<file path="src/rtl/wb_rr_arbiter.sv">
// Two-master, one-slave Wishbone classic arbiter with round-robin grant held for a whole cycle,
// a fixed slave-side address offset, and a stall watchdog that answers err.
module wb_rr_arbiter #(
  parameter int unsigned         ADDR_W      = 32,
  parameter int unsigned         DATA_W      = 32,
  parameter int unsigned         SEL_W       = 4,
  parameter logic [ADDR_W-1:0]   ADDR_OFFSET = 'h80000000,
  parameter int unsigned         TIMEOUT     = 255
) (
  input  logic              clk,
  input  logic              rst,
  input  logic [ADDR_W-1:0] m0_adr_i,
  input  logic [DATA_W-1:0] m0_dat_i,
  input  logic [SEL_W-1:0]  m0_sel_i,
  input  logic              m0_we_i,
  input  logic              m0_cyc_i,
  input  logic              m0_stb_i,
  output logic [DATA_W-1:0] m0_dat_o,
  output logic              m0_ack_o,
  output logic              m0_err_o,
  input  logic [ADDR_W-1:0] m1_adr_i,
  input  logic [DATA_W-1:0] m1_dat_i,
  input  logic [SEL_W-1:0]  m1_sel_i,
  input  logic              m1_we_i,
  input  logic              m1_cyc_i,
  input  logic              m1_stb_i,
  output logic [DATA_W-1:0] m1_dat_o,
  output logic              m1_ack_o,
  output logic              m1_err_o,
  output logic [ADDR_W-1:0] s_adr_o,
  output logic [DATA_W-1:0] s_dat_o,
  output logic [SEL_W-1:0]  s_sel_o,
  output logic              s_we_o,
  output logic              s_cyc_o,
  output logic              s_stb_o,
  input  logic [DATA_W-1:0] s_dat_i,
  input  logic              s_ack_i,
  output logic [1:0]        grant_o
);

  localparam int unsigned     CNT_W    = $clog2(TIMEOUT + 1);
  localparam logic [CNT_W-1:0] CNT_LAST = CNT_W'(TIMEOUT - 1);

  typedef enum logic [1:0] {IDLE, OWN0, OWN1} state_t;

  state_t           state, state_next;
  logic             last_owner, last_owner_next;
  logic [CNT_W-1:0] cnt, cnt_next;
  logic             err0_q, err1_q, err0_next, err1_next;
  logic             own0, own1, waiting;

  assign own0    = (state == OWN0);
  assign own1    = (state == OWN1);
  assign grant_o = {own1, own0};

  // A waiting cycle: the owner strobes and the slave has not acked.
  assign waiting = ((own0 & m0_stb_i) | (own1 & m1_stb_i)) & ~s_ack_i;

  always_ff @(posedge clk) begin
    if (rst) begin
      state      <= IDLE;
      last_owner <= 1'b1;
      cnt        <= '0;
      err0_q     <= 1'b0;
      err1_q     <= 1'b0;
    end else begin
      state      <= state_next;
      last_owner <= last_owner_next;
      cnt        <= cnt_next;
      err0_q     <= err0_next;
      err1_q     <= err1_next;
    end
  end

  always_comb begin
    state_next      = state;
    last_owner_next = last_owner;
    case (state)
      IDLE: begin
        if (m0_cyc_i && m1_cyc_i) state_next = last_owner ? OWN0 : OWN1;
        else if (m0_cyc_i)        state_next = OWN0;
        else if (m1_cyc_i)        state_next = OWN1;
      end
      OWN0: begin
        if (!m0_cyc_i || err0_q) begin
          state_next      = IDLE;
          last_owner_next = 1'b0;
        end
      end
      OWN1: begin
        if (!m1_cyc_i || err1_q) begin
          state_next      = IDLE;
          last_owner_next = 1'b1;
        end
      end
      default: state_next = IDLE;
    endcase
  end

  // The err flop is set at the edge where the count reaches TIMEOUT; the owner is
  // released one cycle later, so the pulse is seen while the slave is still selected.
  always_comb begin
    cnt_next  = '0;
    err0_next = 1'b0;
    err1_next = 1'b0;
    if (waiting && !err0_q && !err1_q) begin
      cnt_next = cnt + CNT_W'(1);
      if (cnt == CNT_LAST) begin
        err0_next = own0;
        err1_next = own1;
      end
    end
  end

  assign m0_err_o = err0_q;
  assign m1_err_o = err1_q;

  always_comb begin
    s_adr_o = '0;
    s_dat_o = '0;
    s_sel_o = '0;
    s_we_o  = 1'b0;
    s_cyc_o = 1'b0;
    s_stb_o = 1'b0;
    if (own0) begin
      s_adr_o = m0_adr_i - ADDR_OFFSET;
      s_dat_o = m0_dat_i;
      s_sel_o = m0_sel_i;
      s_we_o  = m0_we_i;
      s_cyc_o = m0_cyc_i;
      s_stb_o = m0_stb_i;
    end else if (own1) begin
      s_adr_o = m1_adr_i - ADDR_OFFSET;
      s_dat_o = m1_dat_i;
      s_sel_o = m1_sel_i;
      s_we_o  = m1_we_i;
      s_cyc_o = m1_cyc_i;
      s_stb_o = m1_stb_i;
    end
  end

  assign m0_ack_o = s_ack_i & own0 & m0_stb_i;
  assign m1_ack_o = s_ack_i & own1 & m1_stb_i;
  assign m0_dat_o = s_dat_i;
  assign m1_dat_o = s_dat_i;

endmodule
</file>
<file path="config.mk">
export PLATFORM = sky130hd
export DESIGN_NAME = wb_rr_arbiter
export DESIGN_NICKNAME = d
export VERILOG_FILES = /design/src/rtl/wb_rr_arbiter.sv
export SDC_FILE = /design/constraint.sdc
export NUM_CORES = 1
export LEC_CHECK = 0
export ABC_AREA = 1
export BUFFER_PORTS_ARGS = -buffer_cell sky130_fd_sc_hd__buf_2
export CAP_MARGIN = 20
export CORE_AREA = 8 8 118 120
export CTS_CLUSTER_DIAMETER = 150
export DETAILED_ROUTE_END_ITERATION = 10
export DIE_AREA = 0 0 126 128
export GPL_TIMING_DRIVEN = 0
export SLEW_MARGIN = 20
export SYNTH_ARGS = -nofsm -noshare
export SYNTH_HDL_FRONTEND = slang
export SYNTH_SLANG_ARGS = --single-unit
</file>
<file path="constraint.sdc">
create_clock -name clk -period 3.5 [get_ports clk]
set_input_delay 0.7 -clock clk [delete_from_list [all_inputs] [get_ports clk]]
set_output_delay 0.7 -clock clk [all_outputs]
set_load 0.02 [all_outputs]
</file>
==> metrics.md <==
| Metric | Value |
|---|---|
| Outcome | completed |
| Hold_ws | 460 ps |
| DR pass1 iterations | 4 |
| Post-Synth XOR/XNOR Area | 0.00474 |
| Vias in the first global route | 2,663 |
| Startpoint Class | flop |
| Grt total ovfl | 0 |
| Layout cells sized above 1 | 0.710 |
| Worst Hold Class | reg -> reg |
| Slew of the pin with the lowest slew margin | 434 ps |
| Yosys Warn Count | 0 |
| Synthesized Nets | 421 |
| Total Routing Usage GR | 0.122 |
| FF-to-FF setup slack | 2210 ps |
| Synthesis-stage register bit count | 13 |
| Initial antenna violation count | 0 |
| Fin crit share | 0.707 |
| Critical setup path kind | reg -> out |
| Setup crit end kind | output pin |
| Data arrival, critical path | 1780 ps |
| Post-CTS setup buffer count | 0 |
| Final min period | 2480 ps |
| H-tree levels | 1 |
| Commonest non-fill, non-tap cell in the layout | buf_2 |
| Multi-input logic area | 960 um2 |
| Post-synthesis compound-gate area fraction | 0.360 |
| Normalized max-slew margin | 0.711 |
| Tot Pwr | 1.20 mW |
| Design Area, Final | 3540 um2 |
| Worst-skew pair later-pin latency | 240 ps |
| Hold Buf Count CTS | 0 |
| Setup TNS | 0 ps |
| Most frequent cells in the layout | 292 x buf_2, 70 x buf_4, 68 x a22o_1 |
| Post-DRT Antenna Nets | 0 |
| Nets | 711 |
| Clock transition at the registers of the reported paths | 40 ps |
| Area grow syn2layout | 91.6% |
| Critical path destination | s_dat_o[27] |
| Synth Area in Adders | 0.0135 |
| Syn_area_per_cell | 7.64 um2 |
| HPWL after DPL | 9880 um |
| Worst r2r src | state[0] |
| IO buf count | 285 |
| Post-synthesis mux area share | 0 |
| Unrepaired setup endpoints after global routing | no |
| CTS tree | yes |
| Gpl congestion | 0.835 |
| Part of the Yosys area used for sequential elements | 0.141 |
| CP required | 2800 ps |
| R2R Path End | last_owner |
| Diode count | 0 |
| Simple-gate portion of the synthesized area | 0.141 |
| Mapped Cells | 242 |
| Max VDD drop | 0.000191 V |
| Placed cell areas | 3460 um2 |
| Vias | 2,727 |
| Top achievable clock speed | 0.404 GHz |
| Post-Route WL | 11,200 um |
| Site Rows | 41 |
| Power per cell area | 338 nW/um2 |
| Storage cell area | 260 um2 |
| Core area | 12,200 um2 |
| Clk root buf | clkbuf_16 |
| I/O pin count | 318 |
| Largest family of logic cells by synthesized area | compound AO/OA/AOI/OAI gates |
| Setup Viol. Count Final | 0 |
| Filler Cell Count | 1,358 |
| Largest net degree at the start of global routing | 11 |
| Wire per inst | 16.4 um |
| Die ar. | 16,100 um2 |
| Initial drt markers | 109 |
| Mapped cell area | 1850 um2 |
| First-pass GRT wire length | 15,700 um |
| Max-slew violation count | 0 |
| Die H | 128 um |
| Post-CTS Resized | 0 |
| Final hold violations | 0 |
| Lkg Pwr | 2.17 nW |
| Clock buffer count from CTS | 3 |
| R2R depth | 6 |
| Crit. Startpoint | state[0] |
| Crit path max fanout | 10 |
| Yosys cell types | 25 |
| Clock tree buffer depth | 2 |
| Initial Utilization | 0.151 |
| Max-Cap Viols | 0 |
| Vias/cell | 4.00 |
| Clock Sinks | 13 |
| Drc violations | 0 |
| Die X | 126 um |
| Clock Skew | 1.88 ps |
## registers in the layout (all words and copies together) (netlist names)
register and flops:
cnt 8, last_owner 1, m0_err_o 1, m1_err_o 1, state 2
## logic make-up after synthesis
logic type | Yosys count
buffers and inverters | 95
flip-flops | 13
AND/OR/NAND/NOR | 53
XOR/XNOR | 1
AO/OA/AOI/OAI | 78
adder cells (fa/ha/maj) | 2
## layout make-up
type / count / area share
repair buffers: 285 / 0.403
multi-input cells: 134 / 0.271
plain buffers: 80 / 0.161
flip-flops and latches: 13 / 0.0735
well taps: 150 / 0.0530
clock buffers: 4 / 0.0223
inverters: 15 / 0.0159
## worst max-delay path, cell delays in order (launching register included)
cell and delay, ps:
dfxtp_1 320, inv_1 80, nor2_4 270, clkbuf_1 400, a22o_1 260, buf_2 190
## routing by layer
metal	global-route usage	part of all wire	vias up
met5	0	0	-
met4	0.0177	0.0071	0
met3	0.0333	0.083	8
met2	0.216	0.51	137
met1	0.146	0.40	1202
li1	-	-	1380
## stage by stage
step                instances   util  setup slack, ps
global placement          677  0.284             1260
finish                    681  0.290             1020
CTS                       681  0.290              984
floorplan                 242      -             1550
global route              681  0.290              892
detailed placement        677  0.284             1250
## worst min-delay path by stage
stage,cells after the start,startpoint,endpoint,slack [ps]
after global routing,2,cnt[4],cnt[4],480
after detailed placement,2,cnt[4],cnt[4],450
after CTS,2,cnt[4],cnt[4],460
after floorplan,2,last_owner,last_owner,430
final,2,cnt[4],cnt[4],460
after global placement,1,cnt[0],cnt[0],440
## where the power goes
group	switching [mW]	internal, mW
Clock	0.0610	0.153
Sequential	0.00560	0.154
Combinational	0.485	0.336
## cells in the mapped netlist
cell / n / share of area
buf_4: 70 / 0.28
a22o_1: 68 / 0.32
nand2_1: 17 / 0.035
nor2_1: 17 / 0.035
inv_1: 14 / 0.028
dfxtp_1: 13 / 0.14
buf_2: 7 / 0.019
nand3_1: 6 / 0.016
a21oi_1: 3 / 0.0081
clkbuf_1: 3 / 0.0061
nand4_1: 3 / 0.010
a31oi_1: 2 / 0.0068
ha_1: 2 / 0.014
nand2_2: 2 / 0.0068
nor2_4: 2 / 0.012
nor3_2: 2 / 0.011
o22ai_1: 2 / 0.0068
or2_2: 2 / 0.0068
a21oi_2: 1 / 0.0047
inv_2: 1 / 0.0020
nand2_4: 1 / 0.0061
nor3_1: 1 / 0.0027
o21ai_0: 1 / 0.0027
o21ai_4: 1 / 0.0088
xnor2_1: 1 / 0.0047
Power figures use the tool's default switching activity.
